### src/rtl/truth_table_sweeper_if.sv
// Row stream between the truth-table sweeper and its consumer.
// master drives row_valid/row_x/row_s; slave drives row_ready.
interface truth_table_sweeper_if #(
    parameter int N = 3
);
    logic         row_valid;
    logic         row_ready;
    logic [N-1:0] row_x;
    logic         row_s;

    modport master (
        output row_valid,
        output row_x,
        output row_s,
        input  row_ready
    );

    modport slave (
        input  row_valid,
        input  row_x,
        input  row_s,
        output row_ready
    );
endinterface

### src/rtl/truth_table_sweeper.sv
// Walks every input vector x = 0..2^N-1 of a latched N-input LUT and streams
// the rows (x, lut[x]) on a valid/ready interface, counting rows with s = 1.
// Ports:
//   clk, rst_n    clock, synchronous active-low reset
//   start         begin a sweep (sampled only when idle)
//   lut           function table, bit i = value for x == i, latched on start
//   row_if        master side of the row stream (row_valid/row_ready/row_x/row_s)
//   busy          high while sweeping and during the done cycle
//   done          one-cycle pulse after the last row is accepted
//   ones_count    accepted rows with row_s == 1, held until the next start
module truth_table_sweeper #(
    parameter  int N    = 3,
    localparam int ROWS = 2 ** N
) (
    input  logic                  clk,
    input  logic                  rst_n,
    input  logic                  start,
    input  logic [ROWS-1:0]       lut,
    truth_table_sweeper_if.master row_if,
    output logic                  busy,
    output logic                  done,
    output logic [N:0]            ones_count
);

    localparam logic [1:0] S_IDLE  = 2'd0;
    localparam logic [1:0] S_SWEEP = 2'd1;
    localparam logic [1:0] S_DONE  = 2'd2;

    localparam logic [N-1:0] X_LAST = N'(ROWS - 1);

    logic [1:0]      state_q, state_d;
    logic [ROWS-1:0] lut_q, lut_d;
    logic [N-1:0]    x_q, x_d;
    logic            s_q, s_d;
    logic            valid_q, valid_d;
    logic            busy_q, busy_d;
    logic            done_q, done_d;
    logic [N:0]      ones_q, ones_d;

    logic            accept;
    logic [N-1:0]    x_inc;

    always_comb begin
        state_d = state_q;
        lut_d   = lut_q;
        x_d     = x_q;
        s_d     = s_q;
        valid_d = valid_q;
        busy_d  = busy_q;
        done_d  = 1'b0;
        ones_d  = ones_q;
        accept  = valid_q & row_if.row_ready;
        x_inc   = x_q + N'(1);

        unique case (state_q)
            S_IDLE: begin
                if (start) begin
                    state_d = S_SWEEP;
                    lut_d   = lut;
                    x_d     = '0;
                    s_d     = lut[0];
                    valid_d = 1'b1;
                    busy_d  = 1'b1;
                    ones_d  = '0;
                end
            end
            S_SWEEP: begin
                if (accept) begin
                    // Count the row being handed over on this edge.
                    if (s_q) begin
                        ones_d = ones_q + (N+1)'(1);
                    end
                    if (x_q == X_LAST) begin
                        state_d = S_DONE;
                        valid_d = 1'b0;
                        x_d     = '0;
                        s_d     = 1'b0;
                        done_d  = 1'b1;
                    end else begin
                        x_d = x_inc;
                        s_d = lut_q[x_inc];
                    end
                end
            end
            S_DONE: begin
                state_d = S_IDLE;
                busy_d  = 1'b0;
            end
            default: begin
                state_d = S_IDLE;
                valid_d = 1'b0;
                busy_d  = 1'b0;
                x_d     = '0;
                s_d     = 1'b0;
            end
        endcase
    end

    always_ff @(posedge clk) begin
        if (!rst_n) begin
            state_q <= S_IDLE;
            lut_q   <= '0;
            x_q     <= '0;
            s_q     <= 1'b0;
            valid_q <= 1'b0;
            busy_q  <= 1'b0;
            done_q  <= 1'b0;
            ones_q  <= '0;
        end else begin
            state_q <= state_d;
            lut_q   <= lut_d;
            x_q     <= x_d;
            s_q     <= s_d;
            valid_q <= valid_d;
            busy_q  <= busy_d;
            done_q  <= done_d;
            ones_q  <= ones_d;
        end
    end

    assign row_if.row_valid = valid_q;
    assign row_if.row_x     = x_q;
    assign row_if.row_s     = s_q;
    assign busy             = busy_q;
    assign done             = done_q;
    assign ones_count       = ones_q;

endmodule

### src/flat_wrapper.sv
// flat-port wrapper written by rule: the top's interface ports become plain ports
module truth_table_sweeper_flat 
#(
    parameter  int N    = 3,
    localparam int ROWS = 2 ** N
)
  (clk, rst_n, start, lut, busy, done, ones_count, row_if_row_valid, row_if_row_x, row_if_row_s, row_if_row_ready);
  truth_table_sweeper_if #(.N(N)) row_if_i ();
  input  logic clk;
  input  logic rst_n;
  input  logic start;
  input  logic [ROWS-1:0] lut;
  output logic busy;
  output logic done;
  output logic [N:0] ones_count;
  output wire logic [$bits(row_if_i.row_valid)-1:0] row_if_row_valid;
  output wire logic [$bits(row_if_i.row_x)-1:0] row_if_row_x;
  output wire logic [$bits(row_if_i.row_s)-1:0] row_if_row_s;
  input wire logic [$bits(row_if_i.row_ready)-1:0] row_if_row_ready;
  assign row_if_row_valid = row_if_i.row_valid;
  assign row_if_row_x = row_if_i.row_x;
  assign row_if_row_s = row_if_i.row_s;
  assign row_if_i.row_ready = row_if_row_ready;
  truth_table_sweeper #(.N(N)) u_core (.clk(clk), .rst_n(rst_n), .start(start), .lut(lut), .row_if(row_if_i), .busy(busy), .done(done), .ones_count(ones_count));
endmodule
### config.mk
export PLATFORM = sky130hd
export DESIGN_NAME = truth_table_sweeper_flat
export DESIGN_NICKNAME = d
export VERILOG_FILES = /design/src/rtl/truth_table_sweeper_if.sv /design/src/rtl/truth_table_sweeper.sv /design/src/flat_wrapper.sv
export SDC_FILE = /design/constraint.sdc
export NUM_CORES = 1
export LEC_CHECK = 0
export ABC_CLOCK_PERIOD_IN_PS = 2000
export CORE_ASPECT_RATIO = 1.1
export CORE_UTILIZATION = 40
export CTS_BUF_LIST = sky130_fd_sc_hd__clkbuf_4
export DETAILED_ROUTE_END_ITERATION = 10
export PLACE_DENSITY = 0.69
export SLEW_MARGIN = 20
export SYNTH_ARGS = -nofsm -noshare
export SYNTH_HDL_FRONTEND = slang
export SYNTH_SLANG_ARGS = --single-unit
### constraint.sdc
create_clock -name clk -period 2 [get_ports clk]
set_clock_uncertainty 0.1 [all_clocks]
set_input_delay 0.3 -clock clk [delete_from_list [all_inputs] [get_ports clk]]
set_output_delay 0.3 -clock clk [all_outputs]
set_load 0.02 [all_outputs]
# Yosys cells after proc, flatten, opt, wreduce, memory -nomap -nowiden

Cells that the tools add are included.

Eq/ne operators: 7
$add $sub $neg: 2
Bitwise operators: 3
Muxes and demuxes: 24
Order comparisons: 1
Reductions and logical operators: 9

Operators by type and width:

| cell                                                                     | count |
|---|---|
| 4-bit 2-to-1 mux                                                         | 3 |
| 3-bit 2-to-1 mux                                                         | 3 |
| 3-bit case mux with 3 select lines                                       | 1 |
| 3-bit AND reduction                                                      | 3 |
| 1-bit 2-to-1 mux                                                         | 8 |
| 4-bit case mux with 2 select lines                                       | 1 |
| 4-bit AND reduction                                                      | 2 |
| 2-bit 2-to-1 mux                                                         | 3 |
| 2-bit by 1-bit inequality test with 1-bit output (second input constant) | 3 |
| 1-bit case mux with 3 select lines                                       | 2 |
| 4-bit by 1-bit adder with 4-bit output (second input constant)           | 1 |
| 3-bit by 4-bit < comparator with 1-bit output (second input constant)    | 1 |
| 2-bit case mux with 2 select lines                                       | 1 |
| 2-bit AND reduction                                                      | 2 |
| 3-bit by 1-bit adder with 3-bit output (second input constant)           | 1 |
| 1-bit binary-select mux with 3-bit select                                | 1 |
| 3-bit == test (second input constant)                                    | 1 |
| 2-bit by 1-bit == test with 1-bit output (second input constant)         | 1 |
| 2-bit == test (second input constant)                                    | 1 |
| 2-bit zero test                                                          | 1 |
| 2-bit inequality test (second input constant)                            | 1 |
| 1-bit inverter                                                           | 2 |
| 1-bit case mux with 2 select lines                                       | 1 |
| 2-bit nonzero test                                                       | 1 |
| 1-bit bitwise AND                                                        | 1 |

Output and inout port bits: 11
Bits in registers: 21
Logic and storage cells: 54

# Longest topological paths before layout

Gate-level depths: netlist (run 1).

Depth after elaboration: 6
Gate-level depth with buffers: 6

# Worst setup path before layout (run 1)

OpenSTA, ideal clock, no wires.

Kind: reg-to-reg
Start point: register u_core.x_q[0], in the netlist u_core.row_if.row_x[0]
End point: register u_core.s_q, in the netlist u_core.row_if.row_s
Path buffers: 0
Stages on the path, launching flop included: 6
Path slack: 0.030 ns
Clock period less this slack: 1.970 ns
Library setup time: 0.127 ns
Data required time: 1.773 ns
Arrival: 1.744 ns
Cell sequence: dfxtp_1 -> ha_1 -> ha_1 -> mux4_2 -> o2111ai_1 -> o21ai_0

Word-level cells in the longest chain between the ends: 6

Ends and longest elaborated chain:

| element                                   | RTL line                   | source |
|---|---|---|
| from (decl)                               | truth_table_sweeper.sv:33  | `logic [N-1:0] x_q, x_d;` |
| from (signal assigned)                    | truth_table_sweeper.sv:103 | `x_q <= '0;` |
| from (signal assigned)                    | truth_table_sweeper.sv:112 | `x_q <= x_d;` |
| 3-bit by 1-bit adder with 3-bit output    | truth_table_sweeper.sv:53  | `x_inc = x_q + N'(1);` |
| 1-bit binary-select mux with 3-bit select | truth_table_sweeper.sv:81  | `s_d = lut_q[x_inc];` |
| 1-bit 2-to-1 mux (implied by the code)    | truth_table_sweeper.sv:81  |  |
| 1-bit 2-to-1 mux *                        | truth_table_sweeper.sv:73  | `if (x_q == X_LAST) begin` |
| 1-bit 2-to-1 mux *                        | truth_table_sweeper.sv:68  | `if (accept) begin` |
| 1-bit case mux with 3 select lines *      | truth_table_sweeper.sv:55  | `unique case (state_q)` |
| to (signal assigned)                      | truth_table_sweeper.sv:104 | `s_q <= 1'b0;` |
| to (signal assigned)                      | truth_table_sweeper.sv:113 | `s_q <= s_d;` |
| to (decl)                                 | truth_table_sweeper.sv:34  | `logic s_q, s_d;` |

Every way passes the cells marked *; elsewhere a longest branch is shown, timed or not. The select of a mux whose other input is x is not followed.
A chain may end at the register's enable or synchronous reset.

# Worst setup path after layout (run 1)

Ends and elaborated chain as after synthesis.

==> results.md, run 1 <==
Floorplanning:
- The core box area is 0.00234 mm2.
- The width of the die is 50.3 um.
- The floorplan has 18 rows.
- For this design the top-level I/O count stands at 23.
- The initial utilization of the core area, before any placement, comes to 0.438.
- The floorplan step defined a die boundary enclosing 0.00277 mm2.
- The die is 55.1 um tall.

Clocking:
- The H-tree depth is 1.
- The post-cts repair resize count is 0.
- After clock tree synthesis, the clock-pin slew on the worst setup and hold paths is 0.12 ns.
- The tree is rooted in a clkbuf_4.
- In this run, post-CTS hold repair placed 0 buffers.
- TritonCTS created 3 clock buffers.
- The TritonCTS clock tree is done.
- The buffer count from post-CTS setup fixing is 0.
- The clock latency at the later pin of the worst-skew pair is 0.29 ns.
- The buffer levels on the longest clock path is 2.
- Counting every sink on the clock net gives 21.

Global route:
- The first-pass GRT wire length is 3660 um.
- For this run, the total global-route usage over all layers was measured as 0.174.
- The via count of the first global-routing pass is 881.
- The initial antenna violation count is 0.
- The total overflow left after global routing is 0.
- Entering global routing, the biggest net connects 19 pins.

Worst setup path:
- The signal on the critical path passes through ha_1 > ha_1 > mux4_2 > o2111ai_1 > o21ai_0.
- The critical path arrival is 1.96 ns.
- The buffering stage count on the worst path with inverters included is 0.
- The cell with the largest stage delay on the worst path is mux4_2.
- The kind of cell adding the most delay to the critical path is adder cells.
- The most numerous cell type found on the critical path is ha_1.
- For the worst setup path, the data required time is 2.09 ns.
- The highest fanout seen on the critical path is 2.
- The worst setup path is launched from a flip-flop.
- The biggest cell delay along the critical path is 0.52 ns.
- The critical path is of the flip-flop to flip-flop type.
- STA classifies the critical path endpoint as a flip-flop.

Yosys:
- The cell area after synthesis is 0.00103 mm2.
- When the netlist entered floorplanning its net count stood at 128.
- The synthesized area divided by synthesized cell count is 9.08 um2.
- Counting every instance in the synthesized netlist gives 113.
- For this run, the register share of the synthesized area comes to 0.410.
- In this run, distinct cell masters in the synthesized netlist total 36.
- Counting flops and latches in the post-synthesis netlist gives 21.
- The Yosys step of the flow raised 0 warnings.

Cells and area:
- In the final design database the tool counted 157 nets.
- In the final layout, the share of cells above drive strength 1 is 0.0922.
- 0 antenna diodes ended up in the layout.
- The number of inserted filler cells in the final layout is 227.
- At the end of the flow the core is filled with cells to 0.574.
- The area growth from synthesis to layout is 31.1%.

Timing:
- The max-slew violation count is 0.
- The count of endpoints failing hold in the final timing report is 0.
- Setup repair after global routing left no endpoint under its margin.
- For the finished layout, the period the worst path requires is 1.87 ns.
- The maximum clock frequency is 534 MHz.
- The slew of the pin with the lowest slew margin is 0.544 ns.
- Summed over all failing endpoints, the final setup total negative slack is 0 ns.
- The final count of negative-setup-slack endpoints is 0.
- The worst pin sits at a relative slew slack of 0.637.
- The post-route fraction of the period consumed by the critical path is 0.937.

Job:
- Max-cap violations in this run came to 0.

Detailed routing:
- The post-detailed-route count of antenna-violating nets is 0.
- The detailed-route via count is 923.
- After the first detailed-routing iteration, the DRC count stood at 7.
- In the routed design, unresolved DRC markers number 0.
- In the routed layout, each cell is associated on average with a via count of 5.40.
- The total iterations of the first detailed-routing run is 4.
- In the final routed layout, each cell accounts on average for 13.1 um.
- The wire length after detailed routing is 2240 um.

Placed design:
- The final RePlAce weighted congestion is 0.788.
- The number of port buffers is 22.
- The estimated wirelength of the detail-placed design is 1670 um.

Power:
- Of the total power, registers draw 0.572.
- The net switching share of the total power is 0.247.
- The part of the total power dissipated in the clock network is 0.275.
- For this design the ratio of total power to cell area is 581 mW/mm2.
- Cell internal power was estimated by the tool at 0.000589 W.
- The worst-case vdd ir drop is 426 uV.
- In this run the static leakage power is 0.522 nW.
- The logic gate share of total power is 0.152.
- In this run the power spent charging and discharging nets is 0.000193 W.

Outcome:
- The flow ran to the end, and the final reports show no timing, DRC or antenna violations.

Hold path:
- The min-delay analysis places its worst path in the category flip-flop to flip-flop.
-- sequential cells by signal, summed over array words and instances, names as in the netlist --
signal                   cells
u_core.row_if.row_valid      1
u_core.lut_q                 8
u_core.row_if.row_s          1
u_core.row_if.row_x          3
u_core.state_q               2
u_core.busy                  1
u_core.ones_count            4
u_core.done                  1
-- path summary, 6_finish.rpt --
kind              slack [ns]  cells past startpoint             endpoint                    from
setup / recovery        0.13                      5  u_core.row_if.row_s  u_core.row_if.row_x[0]
hold / removal          0.38                      2          u_core.busy             u_core.busy
setup reg to reg        0.13                      5  u_core.row_if.row_s  u_core.row_if.row_x[0]
hold reg to reg         0.38                      2          u_core.busy             u_core.busy
-- through the flow --
step	cell area (um2)	setup slack, ns	power, W	std cells	hold WS, ns
3_3_place_gp	1320	0.150	0.000573	167	0.364
2_1_floorplan	1030	0.0296	0.000519	113	0.318
4_1_cts	1350	0.113	0.000793	171	0.395
6_report	1350	0.126	0.000782	171	0.383
3_5_place_dp	1320	0.130	0.000577	167	0.366
5_1_grt	1350	0.0720	0.000823	171	0.425
-- cell usage after synthesis, drive strengths merged --
library cell,number,share of area
nor2,14,0.051
or4,1,0.0073
nand3,2,0.0098
and4,1,0.0085
nor2b,3,0.018
or3,1,0.0061
a31oi,1,0.0061
a211oi,1,0.0073
mux4,1,0.022
a41oi,1,0.0085
o32a,1,0.0098
inv,5,0.018
a21o,1,0.0073
mux2i,13,0.13
o2111ai,1,0.0085
a21oi,8,0.039
nor4b,3,0.026
clkbuf,3,0.011
and3b,1,0.0085
o21a,2,0.015
dfxtp,21,0.41
buf,3,0.017
nor3b,2,0.015
nand2,4,0.015
nand4,3,0.018
nand3b,2,0.015
ha,3,0.037
nor4,1,0.0061
nand2b,1,0.0061
o21ai,4,0.020
and3,1,0.0061
nor3,2,0.0098
and2,1,0.0061
o22ai,1,0.0061
-- power groups by stage --
stage	combinational [W]	clock [W]	sequential (W)
after global routing	0.000130	0.000243	0.000450
final	0.000119	0.000215	0.000448
after global placement	0.000117	0	0.000456
after CTS	0.000121	0.000225	0.000447
after detailed placement	0.000120	0	0.000457
after floorplan	0.0000584	0	0.000461
-- cell usage in the layout, fill, tap and decap left out, types with 3 or more instances in the layout --
| master | Yosys | routed |
|---|---|---|
| nand4_1 | 3 | 3 |
| a21oi_1 | 8 | 8 |
| clkdlybuf4s50_1 | 0 | 22 |
| nor4b_1 | 3 | 3 |
| ha_1 | 3 | 3 |
| nand2_1 | 4 | 4 |
| nor2_1 | 14 | 14 |
| mux2i_1 | 13 | 13 |
| inv_1 | 5 | 5 |
| clkbuf_4 | 0 | 4 |
| dfxtp_1 | 21 | 21 |
| o21ai_0 | 3 | 3 |
| buf_4 | 1 | 8 |
| nor2b_1 | 3 | 3 |
-- cells by family (layout without fill, tap and decap cells) --
logic type | after synthesis | count (layout) | share of synthesized area
AOI/OAI and AO/OA | 21 | 21 | 0.127
DFF | 21 | 21 | 0.410
muxes | 14 | 14 | 0.149
and+or+nand+nor | 43 | 43 | 0.232
adders and majority gates | 3 | 3 | 0.0366
buffers and inverters | 11 | 39 | 0.0463
-- routing by layer --
layer  routed length, um  GRT usage
met2                1150      0.342
met4                   0     0.0417
met5                   0          0
met1                1030      0.195
met3                  55     0.0328
-- worst reg2reg max path, stage by stage (launching register included) --
cell       delay (ns)
dfxtp_1          0.34
ha_1             0.19
ha_1             0.34
mux4_2           0.52
o2111ai_1        0.18
o21ai_0          0.10
-- area by class of cell --
class                           instances  area [um2]  share of cell area
Multi-Input combinational cell         81         558               0.415
Sequential cell                        21         420               0.313
Timing Repair Buffer                   30         280               0.208
Tap cell                               30        37.5              0.0279
Clock buffer                            4        30.0              0.0223
Inverter                                5        18.8              0.0140
Note: power is estimated with default switching activity, not from simulation.
==> run 2: changes to the inputs <==
ABC_CLOCK_PERIOD_IN_PS = 1700   (was 2000)
clock period = 1.7 ns   (was 2 ns; I/O delays follow)
==> run 2 against run 1 <==
  * The flow now finishes with violations (setup timing)
  * Cell count is 3.5% higher
  * Sequential power rose by 17%
  * Die area unchanged
  * Worst hold slack gained 0.0053 ns
  * Worst setup slack worse by 0.17 ns
  * Sequential cell count did not move
  * Maximum frequency grew 7.3%
  * First-iteration DRC count fell by 14%
  * Register-to-register slack got worse by 0.17 ns
  * Critical path depth unchanged
  * Clock power is 15% higher
  * Largest power group unchanged
  * Highest routed layer is now met4
==> results.md, run 2 (same netlist as run 1, synthesis figures left out) <==
Outcome:
- Status: finished with violations (was complete, no violations).
- The checks that failed: setup timing.

Power:
- The cell area power density is 648 mW/mm2 (was 581 mW/mm2).
- The total chip power was 0.000919 W (was 0.000782 W).
- The cell leakage power is 0.595 nW (was 0.522 nW).
- The worst-case vdd ir drop is 552 uV (was 426 uV).

Worst setup path:
- The data required time at the worst endpoint was 1.81 ns (was 2.09 ns).
- The kind of start point of the critical path is a flip-flop (unchanged).
- The critical path's most frequent cell is ha_4 (was ha_1).
- The kind of cell adding the most delay to the critical path is multiplexers (was adder cells).
- The critical path arrival is 1.85 ns (was 1.96 ns).
- Critical path cell sequence: ha_4 > ha_4 > mux4_2 > o2111ai_2 > o21ai_1 (was ha_1 > ha_1 > mux4_2 > o2111ai_1 > o21ai_0).
- The buffering stage count on the worst path with inverters included is 0 (unchanged).
- The kind of end point of the critical path is a flip-flop (unchanged).
- The biggest cell delay along the critical path is 0.50 ns (was 0.52 ns).
- The cell with the largest stage delay on the worst path is mux4_2 (unchanged).
- The highest fanout seen on the critical path came to 2 (unchanged).
- The kind of critical path is flip-flop to flip-flop (unchanged).

Timing:
- The final setup TNS was -0.0464 ns (was 0 ns).
- The normalized max-slew margin is 0.735 (was 0.637).
- The final critical delay including setup and external delays is 1.75 ns (was 1.87 ns).
- The maximum clock frequency is 573 MHz (was 534 MHz).
- The final worst-path setup slack is -0.0464 ns (was 0.126 ns).
- The post-route fraction of the period consumed by the critical path is 1.03 (was 0.937).
- The max-slew violation count is 0 (unchanged).
- The final count of negative-setup-slack endpoints was 1 (was 0).
- The final hold slack is 0.388 ns (was 0.383 ns).
- The slew of the pin with the lowest slew margin is 0.392 ns (was 0.544 ns).
- RSZ-0062 raised after global routing: true (was false).
- The count of endpoints failing hold in the final timing report is 0 (unchanged).

Cells and area:
- The top register by number of flip-flops was u_core.lut_q (unchanged).
- The antenna diode count is 0 (unchanged).
- The final layout net count was 163 (was 157).
- The number of standard cells in the layout, taps in and fillers out is 177 (was 171).
- The commonest non-fill, non-tap cell in the layout is dfxtp_1 (was clkdlybuf4s50_1).
- The fraction of layout instances using a drive strength above 1 is 0.163 (was 0.0922).
- The area growth from synthesis to layout is 38.2% (was 31.1%).
- Commonest cells after routing, fill and taps aside: dfxtp_1 (19), nor2_1 (14), clkdlybuf4s50_1 (14), buf_4 (14), mux2i_1 (13) (was clkdlybuf4s50_1 (22), dfxtp_1 (21), nor2_1 (14)).
- The flip-flop count of the largest register after layout is 8 (unchanged).

Clocking:
- The TritonCTS clock tree is done (unchanged).
- The buffer levels on the longest clock path was 2 (unchanged).
- The clock edge transition at the registers on the reported setup and hold paths was 0.12 ns (about the same).
- The TritonCTS buffer count came to 3 (unchanged).
- The buffer count from post-CTS setup fixing is 0 (unchanged).
- The total clock sinks is 21 (unchanged).
- The H-tree depth is 1 (unchanged).
- The clock latency at the later pin of the worst-skew pair is 0.30 ns (was 0.29 ns).
- The root buffer selected by CTS is clkbuf_4 (unchanged).

Global route:
- The overall global routing resource usage is 0.188 (was 0.174).
- The final global-route overflow total came to 0 (unchanged).
- The initial antenna violation count is 0 (unchanged).
- The via count of the first global-routing pass is 892 (was 881).
- The largest net degree at the start of global routing is 17 (was 19).
- The global-route track usage on met2 was 0.376 (was 0.342).
- The met1 track utilization from global routing is 0.201 (was 0.195).
- The first-pass GRT wire length is 3860 um (was 3660 um).
- The most used routing layer is met2 (unchanged).
- The met3 capacity usage during global routing is 0.0328 (unchanged).

Placed design:
- The number of port buffers was 22 (unchanged).
- The estimated wirelength of the detail-placed design is 1820 um (was 1670 um).
- The number of placed instances, taps included came to 173 (was 167).
- The final RePlAce weighted congestion is 0.882 (was 0.788).

Job:
- The max-cap check violation count came to 0 (unchanged).

Detailed routing:
- The detailed-route via count is 946 (was 923).
- The wire length per cell after detailed routing came to 13.6 um (was 13.1 um).
- The count of unresolved DRC violations after routing came to 0 (unchanged).
- The DRC marker count from the first detailed-route iteration is 6 (was 7).
- The via-per-instance ratio is 5.34 (was 5.40).
- The wire length after detailed routing was 2410 um (was 2240 um).
- The total iterations of the first detailed-routing run is 4 (unchanged).
- The post-detailed-route count of antenna-violating nets is 0 (unchanged).

Floorplanning:
- The die footprint is 0.00277 mm2 (unchanged).
- The count of pins on the block boundary was 23 (unchanged).
- The number of rows in the core area is 18 (unchanged).
- The core box area is 0.00234 mm2 (unchanged).
- The floorplan die height is 55.1 um (unchanged).
- The initial standard-cell utilization of the core is 0.438 (unchanged).
- The width of the die is 50.3 um (unchanged).

Hold path:
- The worst min-delay path category is flip-flop to flip-flop (unchanged).
==> run 2: cell count changes in the layout (fill, tap and decap cells not counted), sizes merged <==
cell,previous run,this run
buf,8,14
clkinv,0,1
clkdlybuf4s50,22,14
dlymetal6s2s,0,1
dlygate4sd2,0,7
clkbuf,4,3
==> run 2: layer usage <==
| layer | up-vias | routed length (um) |
|---|---|---|
| met2 | 24 | 1250 |
| met3 | 4 | 81 |
| met4 | 0 | 20 |
| met5 | - | 0 |
| li1 | 476 | - |
| met1 | 442 | 1060 |
==> run 2: stage by stage <==
stage / util / setup slack (ns) / area [um2]
6_report: 0.605 / -0.0464 / 1420
5_1_grt: 0.605 / -0.0797 / 1420
4_1_cts: 0.601 / -0.0478 / 1410
3_5_place_dp: 0.593 / -0.175 / 1390
3_3_place_gp: 0.593 / -0.109 / 1390
2_1_floorplan: - / -0.0616 / 1060
==> run 2: tightest hold or removal path, cell delays in order (launching register included) <==
cell and delay, ns:
dfxtp_1 0.35, nor2_1 0.05, nor2_1 0.07
==> run 2: path summary, 6_finish.rpt <==
kind / start / to / slack, ns / depth (start not counted)
worst max-delay path: u_core.row_if.row_x[0] / u_core.row_if.row_s / -0.05 / 5
worst min-delay path: u_core.busy / u_core.busy / 0.39 / 2
worst max register to register: u_core.row_if.row_x[0] / u_core.row_if.row_s / -0.05 / 5
worst min register to register: u_core.busy / u_core.busy / 0.39 / 2
==> run 2: cell type report <==
class	count	area (um2)
clock inverter	1	5.00
fill	219	925
clock buffer	3	22.5
multi-input combinational	81	589
sequential	21	425
tap	30	37.5
inverter	5	18.8
timing repair buffer	36	319
==> run 2: repair_timing <==
action                                  in CTS  in global routing
pin swaps                                    0                  0
endpoints found under the setup margin       8                  2
hold buffers                                 0                  0
resized for setup                            7                  2
==> run 2: where the power goes <==
| part | total (W) | leakage, nW | internal, W | switching (W) |
|---|---|---|---|---|
| logic | 0.000150 | 0.404 | 0.0000776 | 0.0000721 |
| registers | 0.000523 | 0.173 | 0.000511 | 0.0000122 |
| clock network | 0.000247 | 0.0177 | 0.0000878 | 0.000159 |
| total | 0.000919 | 0.595 | 0.000676 | 0.000243 |
